## config.mk

```make
export PLATFORM = sky130hd
export DESIGN_NAME = branch_predictor
export DESIGN_NICKNAME = d
export VERILOG_FILES = /design/src/rtl/branch_predictor.sv
export SDC_FILE = /design/constraint.sdc
export NUM_CORES = 2
export LEC_CHECK = 0
export CAP_MARGIN = 20
export CORE_MARGIN = 5
export CORE_UTILIZATION = 53
export CTS_CLUSTER_SIZE = 25
export DETAILED_ROUTE_END_ITERATION = 12
export PLACE_DENSITY_LB_ADDON = 0.2
export REMOVE_ABC_BUFFERS = 1
export SYNTH_ARGS = -nofsm -noshare
export SYNTH_HDL_FRONTEND = slang
export SYNTH_SLANG_ARGS = --single-unit
```

## constraint.sdc

```tcl
create_clock -name clk_i -period 6.1 [get_ports clk_i]
set_clock_uncertainty 0.05 [all_clocks]
set_input_delay 1.22 -clock clk_i [delete_from_list [all_inputs] [get_ports clk_i]]
set_output_delay 1.22 -clock clk_i [all_outputs]
set_load 0.02 [all_outputs]
```

## src/rtl/branch_predictor.sv

```systemverilog
// -----------------------------------------------------------------------------
// branch_predictor
//
// Direct-mapped branch target buffer with a 2-bit saturating counter in each
// entry. Lookup is purely combinational (zero-cycle latency) for the IF stage.
// The ID stage resolves branches, raises mispredict_o for the flush and
// redirect, and trains the table on the next rising edge.
//
// Ports
//   clk_i              single clock, rising edge
//   rst_i              asynchronous, active-low reset
//   pc_i               fetch PC to look up
//   pred_hit_o         valid entry with a matching tag at index(pc_i)
//   pred_taken_o       hit and counter MSB set
//   pred_target_o      stored target on hit, pc_i+4 otherwise
//   clear_i            synchronous invalidate of every entry
//   upd_valid_i        a branch is resolved this cycle
//   upd_pc_i           PC of the resolved branch
//   upd_taken_i        actual outcome
//   upd_target_i       actual taken target
//   upd_pred_taken_i   direction predicted at fetch
//   upd_pred_target_i  target predicted at fetch
//   mispredict_o       combinational mispredict flag
//
// Optional feature (macro BPRED_STATS_EN)
//   lookup_cnt_o   saturating count of cycles with upd_valid_i = 1
//   mispred_cnt_o  saturating count of cycles with mispredict_o = 1
//   Both are cleared by reset only; clear_i leaves them alone.
// -----------------------------------------------------------------------------
module branch_predictor #(
  parameter int ENTRIES = 16,
  parameter int ADDR_W  = 32,
  parameter int IDX_W   = $clog2(ENTRIES)
) (
  input  logic              clk_i,
  input  logic              rst_i,
  input  logic [ADDR_W-1:0] pc_i,
  output logic              pred_hit_o,
  output logic              pred_taken_o,
  output logic [ADDR_W-1:0] pred_target_o,
  input  logic              clear_i,
  input  logic              upd_valid_i,
  input  logic [ADDR_W-1:0] upd_pc_i,
  input  logic              upd_taken_i,
  input  logic [ADDR_W-1:0] upd_target_i,
  input  logic              upd_pred_taken_i,
  input  logic [ADDR_W-1:0] upd_pred_target_i,
`ifdef BPRED_STATS_EN
  output logic [31:0]       lookup_cnt_o,
  output logic [31:0]       mispred_cnt_o,
`endif
  output logic              mispredict_o
);

  localparam int TAG_W = ADDR_W - IDX_W - 2;
  localparam logic [ADDR_W-1:0] PC_STEP = {{(ADDR_W-3){1'b0}}, 3'd4};

  // Saturating increment of a 2-bit direction counter.
  function automatic logic [1:0] ctr_inc(input logic [1:0] c);
    return (c == 2'b11) ? 2'b11 : c + 2'd1;
  endfunction

  // Saturating decrement of a 2-bit direction counter.
  function automatic logic [1:0] ctr_dec(input logic [1:0] c);
    return (c == 2'b00) ? 2'b00 : c - 2'd1;
  endfunction

  logic              valid_q  [ENTRIES];
  logic [TAG_W-1:0]  tag_q    [ENTRIES];
  logic [ADDR_W-1:0] target_q [ENTRIES];
  logic [1:0]        ctr_q    [ENTRIES];

  logic [IDX_W-1:0] lk_idx;
  logic [TAG_W-1:0] lk_tag;
  logic [IDX_W-1:0] up_idx;
  logic [TAG_W-1:0] up_tag;
  logic             up_hit;

  // Byte-offset bits of the PCs never reach the table.
  logic unused_pc_bits;
  assign unused_pc_bits = ^{pc_i[1:0], upd_pc_i[1:0]};

  assign lk_idx = pc_i[IDX_W+1:2];
  assign lk_tag = pc_i[ADDR_W-1:IDX_W+2];
  assign up_idx = upd_pc_i[IDX_W+1:2];
  assign up_tag = upd_pc_i[ADDR_W-1:IDX_W+2];
  assign up_hit = valid_q[up_idx] && (tag_q[up_idx] == up_tag);

  // Fetch-side lookup: reads stored state only, so a same-cycle update is not
  // visible until after the edge.
  always_comb begin
    pred_hit_o    = 1'b0;
    pred_taken_o  = 1'b0;
    pred_target_o = pc_i + PC_STEP;
    if (valid_q[lk_idx] && (tag_q[lk_idx] == lk_tag)) begin
      pred_hit_o    = 1'b1;
      pred_taken_o  = ctr_q[lk_idx][1];
      pred_target_o = target_q[lk_idx];
    end else begin
      pred_hit_o    = 1'b0;
    end
  end

  // Wrong direction, or right direction (taken) with the wrong target.
  always_comb begin
    mispredict_o = upd_valid_i &&
                   ((upd_pred_taken_i != upd_taken_i) ||
                    (upd_taken_i && (upd_pred_target_i != upd_target_i)));
  end

  // Table training; clear has priority over any update, and a miss that was
  // not taken leaves the table untouched.
  always_ff @(posedge clk_i or negedge rst_i) begin
    if (!rst_i) begin
      for (int i = 0; i < ENTRIES; i++) begin
        valid_q[i]  <= 1'b0;
        tag_q[i]    <= '0;
        target_q[i] <= '0;
        ctr_q[i]    <= 2'b01;
      end
    end else if (clear_i) begin
      for (int i = 0; i < ENTRIES; i++) begin
        valid_q[i] <= 1'b0;
      end
    end else if (upd_valid_i) begin
      if (up_hit) begin
        if (upd_taken_i) begin
          ctr_q[up_idx]    <= ctr_inc(ctr_q[up_idx]);
          target_q[up_idx] <= upd_target_i;
        end else begin
          ctr_q[up_idx]    <= ctr_dec(ctr_q[up_idx]);
        end
      end else if (upd_taken_i) begin
        valid_q[up_idx]  <= 1'b1;
        tag_q[up_idx]    <= up_tag;
        target_q[up_idx] <= upd_target_i;
        ctr_q[up_idx]    <= 2'b10;
      end
    end
  end

`ifdef BPRED_STATS_EN
  // Saturating event counters; deliberately untouched by clear_i.
  always_ff @(posedge clk_i or negedge rst_i) begin
    if (!rst_i) begin
      lookup_cnt_o  <= 32'd0;
      mispred_cnt_o <= 32'd0;
    end else begin
      if (upd_valid_i && (lookup_cnt_o != 32'hFFFF_FFFF)) begin
        lookup_cnt_o <= lookup_cnt_o + 32'd1;
      end
      if (mispredict_o && (mispred_cnt_o != 32'hFFFF_FFFF)) begin
        mispred_cnt_o <= mispred_cnt_o + 32'd1;
      end
    end
  end
`endif

endmodule

```

; ---- After elaboration in Yosys (flattened, before gate mapping)
; Cells that the tools add are included.
[totals]
input_bits = 134
reg_bits = 976
[op_classes]
bitwise = 8
n_reduce_logical = 14
addsub = 3
n_lt_le_gt_ge = 3
muxes = 45
eq_ne = 6
[op_table]
columns = op, count
row1 = $bwmux 512, 1
row2 = $bwmux 416, 1
row3 = $mux 32, 7
row4 = $bmux 26 s4, 2
row5 = $mux 26, 5
row6 = $bmux 32 s4, 1
row7 = $demux 32 s4, 1
row8 = $demux 26 s4, 1
row9 = $bwmux 32, 2
row10 = $mux 16, 4
row11 = $eq 26x26->1, 2
row12 = $add 32x3->32 const B, 1
row13 = $ne 32x32->1, 1
row14 = $or 16x16->16, 2
row15 = $and 16x16->16, 1
row16 = $bmux 2 s4, 2
row17 = $not 16->16, 1
row18 = $mux 2, 7
row19 = $ge 5x5->1 const B, 2
row20 = $not 4->5, 2
row21 = $reduce_and 3->1, 3
row22 = $bmux 1 s4, 2
row23 = $demux 2 s4, 1
row24 = $mux 1, 7
row25 = 13 further kinds, 20

; ---- Logic depth before layout (Yosys ltp)
[depth]
word_depth = 10
mapped_depth = 17
ltp_nobuf = 9

; ---- Worst setup path after synthesis
; OpenSTA, ideal clock, no wires.
[synth_timing]
path_type = input to output
startpoint = input pc_i[2]
endpoint = output pred_taken_o
setup_slack_ns = -0.178
t_arrival_ns = 5.008
stages = 10
cell_sequence = buf_2 -> buf_2 -> buf_1 -> mux4_2 -> mux4_2 -> xnor2_1 -> nand4b_1 -> or4_1 -> nor4_1 -> and2_1
[synth_via]
elab_chain_len = 7
[synth_lines]
columns = item, line_no
row1 = start: declaration, 37  ; input logic [ADDR_W-1:0] pc_i,
row2 = $not 4->5 (implied by the code) *, "95, 97"
row3 = $bmux 26 s4, 95  ; if (valid_q[lk_idx] && (tag_q[lk_idx] == lk_tag)) begin
row4 = $mux 26 (implied by the code) (2 in a row), 95
row5 = $eq 26x26->1, 95
row6 = $logic_and 1x1->1, 95
row7 = $mux 1 *, 95
row8 = end: declaration, 39  ; output logic pred_taken_o,
; Every way passes the cells marked *; elsewhere a longest branch is shown, timed or not. The select of a mux whose other input is x is not followed.

; ---- Final worst setup path
[layout_timing]
startpoint = input pc_i[3]
endpoint = output pred_target_o[15]
[layout_via]
elab_chain_len = 7
[layout_lines]
columns = item, line_no
row1 = $not 4->5 (implied by the code), "95, 98"
row2 = $bmux 26 s4, 95
row3 = $mux 26 (implied by the code) (2 in a row), 95
row4 = $eq 26x26->1, 95
row5 = $logic_and 1x1->1, 95
row6 = $mux 32 *, 95
row7 = end: declaration, 40  ; output logic [ADDR_W-1:0] pred_target_o,
; Marks and branches as above.

==> flow_summary.json <==
{
  "run_status": "finished clean",
  "routed_wl_um": 159000,
  "synth_area_leaders": "dfrtp_1, mux4_2, mux2_2",
  "start_util_pct": 53.3,
  "worst_hold_path.num_cells": 2,
  "synth-async-reset-ratio_pct": 100,
  "dr.pass1.iters": 6,
  "die_w_um": 321,
  "p_leak_uw": 0.0266,
  "arrival_ns": 4.75,
  "ir_drop_v": 0.000216,
  "required_ns": 4.83,
  "hold_viol": 0,
  "gp_congestion": 0.945,
  "tightestPinTransition_ns": 1.15,
  "tritoncts": "done",
  "grt_first_pass_wirelength_um": 238000,
  "h-tree-depth": 3,
  "synth_edf_count": 0,
  "min_path_type": "flip-flop to flip-flop",
  "layout_common_cells": "dfrtp_1, mux2_2, nand2_1",
  "synth_ff_type": "dfrtp_1",
  "path_clk_slew_ns": 0.06,
  "setup_viol": 0,
  "relSlewSlack_pct": 23.6,
  "io_pins": 169,
  "area_delta_synth_final_pct": 14.4,
  "wl_per_cell_um": 29.9,
  "post-route-period-util_pct": 98.7,
  "postCtsSetupBuffers": 0,
  "yosysWarnings": 0,
  "cts_buffers": 105,
  "drt-initial-drc-count": 3705,
  "finalNonFillerCells": 5329,
  "synthesis.area_um2": 51400,
  "yosysUniqueCellTypes": 85,
  "slew_violations": 0,
  "grt_overflow_total": 0,
  "grt_use_total_pct": 30.8,
  "avgSynthCellArea_um2": 13.4,
  "setup_slack_ns": 0.0823,
  "vias": 34500,
  "fp-row-count": 114,
  "final_nets": 4099,
  "insertion_delay_ns": 0.71,
  "antenna_found_initial": 7,
  "reg2reg_depth": 10,
  "chipHeight_um": 321,
  "dpl.cell_count": 5133,
  "dieArea_um2": 103000,
  "ys_ff_latch": 976,
  "dp_hpwl_um": 101000,
  "synth_top_cell_by_area": "dfrtp_1",
  "core_area_um2": 96400,
  "ant_nets": 0,
  "avgViaCountPerCell": 6.47,
  "drive_gt1_share_pct": 39.8,
  "clock_path_buffers": 3,
  "synth_cells": 3823,
  "fmax_mhz": 166,
  "ctsRootBufferMaster": "clkbuf_16",
  "drc_errors": 0,
  "ys_seq_area_share_pct": 47.6,
  "rsz0062_at_grt": "no",
  "final_common_cell": "dfrtp_1",
  "worstSetupPathType": "primary input to primary output",
  "startpoint_type": "primary input",
  "grt_max_degree": 152,
  "p_per_area_nw_per_um2": 296,
  "path_max_fanout": 32,
  "synth_top_area_share_pct": 46.7,
  "cts_sinks": 976,
  "io_buffers": 166,
  "dp_slack_ns": -0.245,
  "max-cap-violations": 0,
  "worstSetupEndpointType": "primary output",
  "grt_pass1_vias": 35600,
  "fin_crit_ns": 6.02,
  "setup_tns_ns": 0
}
## path summary, 6_finish.rpt
| path | from | to | slack [ns] |
|---|---|---|---|
| max | pc_i[3] | pred_target_o[15] | 0.08 |
| min | target_q[284] | target_q[284] | 0.42 |
| max reg2reg | valid_q[12] | tag_q[213] | 2.06 |
| min reg2reg | target_q[284] | target_q[284] | 0.42 |
| max in group asynchronous | rst_i | target_q[133] | 4.13 |
| min in group asynchronous | rst_i | tag_q[246] | 0.51 |
## cell usage after synthesis (15+ instances only)
cell type    n
mux2i_1    113
o22ai_1     15
a21oi_1     23
inv_1       30
nand3_1     46
o21ai_0    107
buf_4       15
mux2_4     153
a21o_1      15
buf_1       43
a22oi_1     23
xnor2_1     68
mux2_2     618
buf_2       47
nand4_1     22
dfrtp_1    960
clkbuf_1   224
xor2_1      39
buf_6       25
nor2_1      52
nor3_1      18
dfstp_2     16
nand2_1    557
mux4_2     360
## cell families after synthesis
logic type,count (synthesis),share of synthesized area [%]
multiplexers,1245,36.0
flip-flops,976,47.6
AND/OR/NAND/NOR,797,6.96
buffers and inverters,391,3.57
AO/OA/AOI/OAI,304,3.99
XOR/XNOR,107,1.82
adder cells (fa/ha/maj),3,0.0633
## stage by stage
step | utilization (%) | total power (µW) | hold slack, ns | area [µm²]
2_1_floorplan | - | 9540 | 0.390 | 49700
5_1_grt | 61.0 | 18000 | 0.438 | 58800
3_5_place_dp | 57.3 | 10800 | 0.408 | 55200
3_3_place_gp | 57.3 | 10700 | 0.403 | 55200
4_1_cts | 61.0 | 17500 | 0.422 | 58800
6_report | 61.0 | 17400 | 0.418 | 58800
## critical path: stages
cell           delay [ns]
buf_8                0.14
buf_12               0.19
buf_4                0.15
mux4_2               0.50
mux2i_2              0.23
xor2_1               0.17
nor2_1               0.07
a21oi_2              0.24
buf_4                0.17
nand4_1              0.08
nor4b_1              0.29
nand4_1              0.27
buf_12               0.29
mux2_2               0.36
dlygate4sd2_1        0.35
## flip-flops by register name (all words and copies together) (netlist names)
signal and count:
target_q 512, ctr_q 32, tag_q 416, valid_q 16
## power breakdown
part / internal, µW / leakage [µW] / switching, µW
clock: 3920 / 0.00178 / 2760
sequential: 7300 / 0.0129 / 535
combinational: 1610 / 0.0119 / 1280
## final cells by class
type                       count  area (µm²)
fill                        7562       37600
multi-input combinational   2456       25300
sequential                   976       24400
timing repair buffer         392        3750
clock buffer                 149        3010
tap                         1276        1600
clock inverter                44         602
inverter                      33         124
antenna                        3        7.51
## routing by layer
layer,global-route usage (%),wire length (µm),share of wire (%),vias up
li1,-,-,-,14300
met1,43.0,64500,40,18200
met2,48.8,74600,47,1610
met3,6.53,13900,8.7,337
met4,10.3,6300,4.0,8
met5,0,68,0.043,-
## what timing repair did
action | in CTS | in global routing
hold buffers | 0 | 0
endpoints found under the setup margin | 29 | 0
resized for setup | 32 | 0
Note: power is estimated with default switching activity, not from simulation.
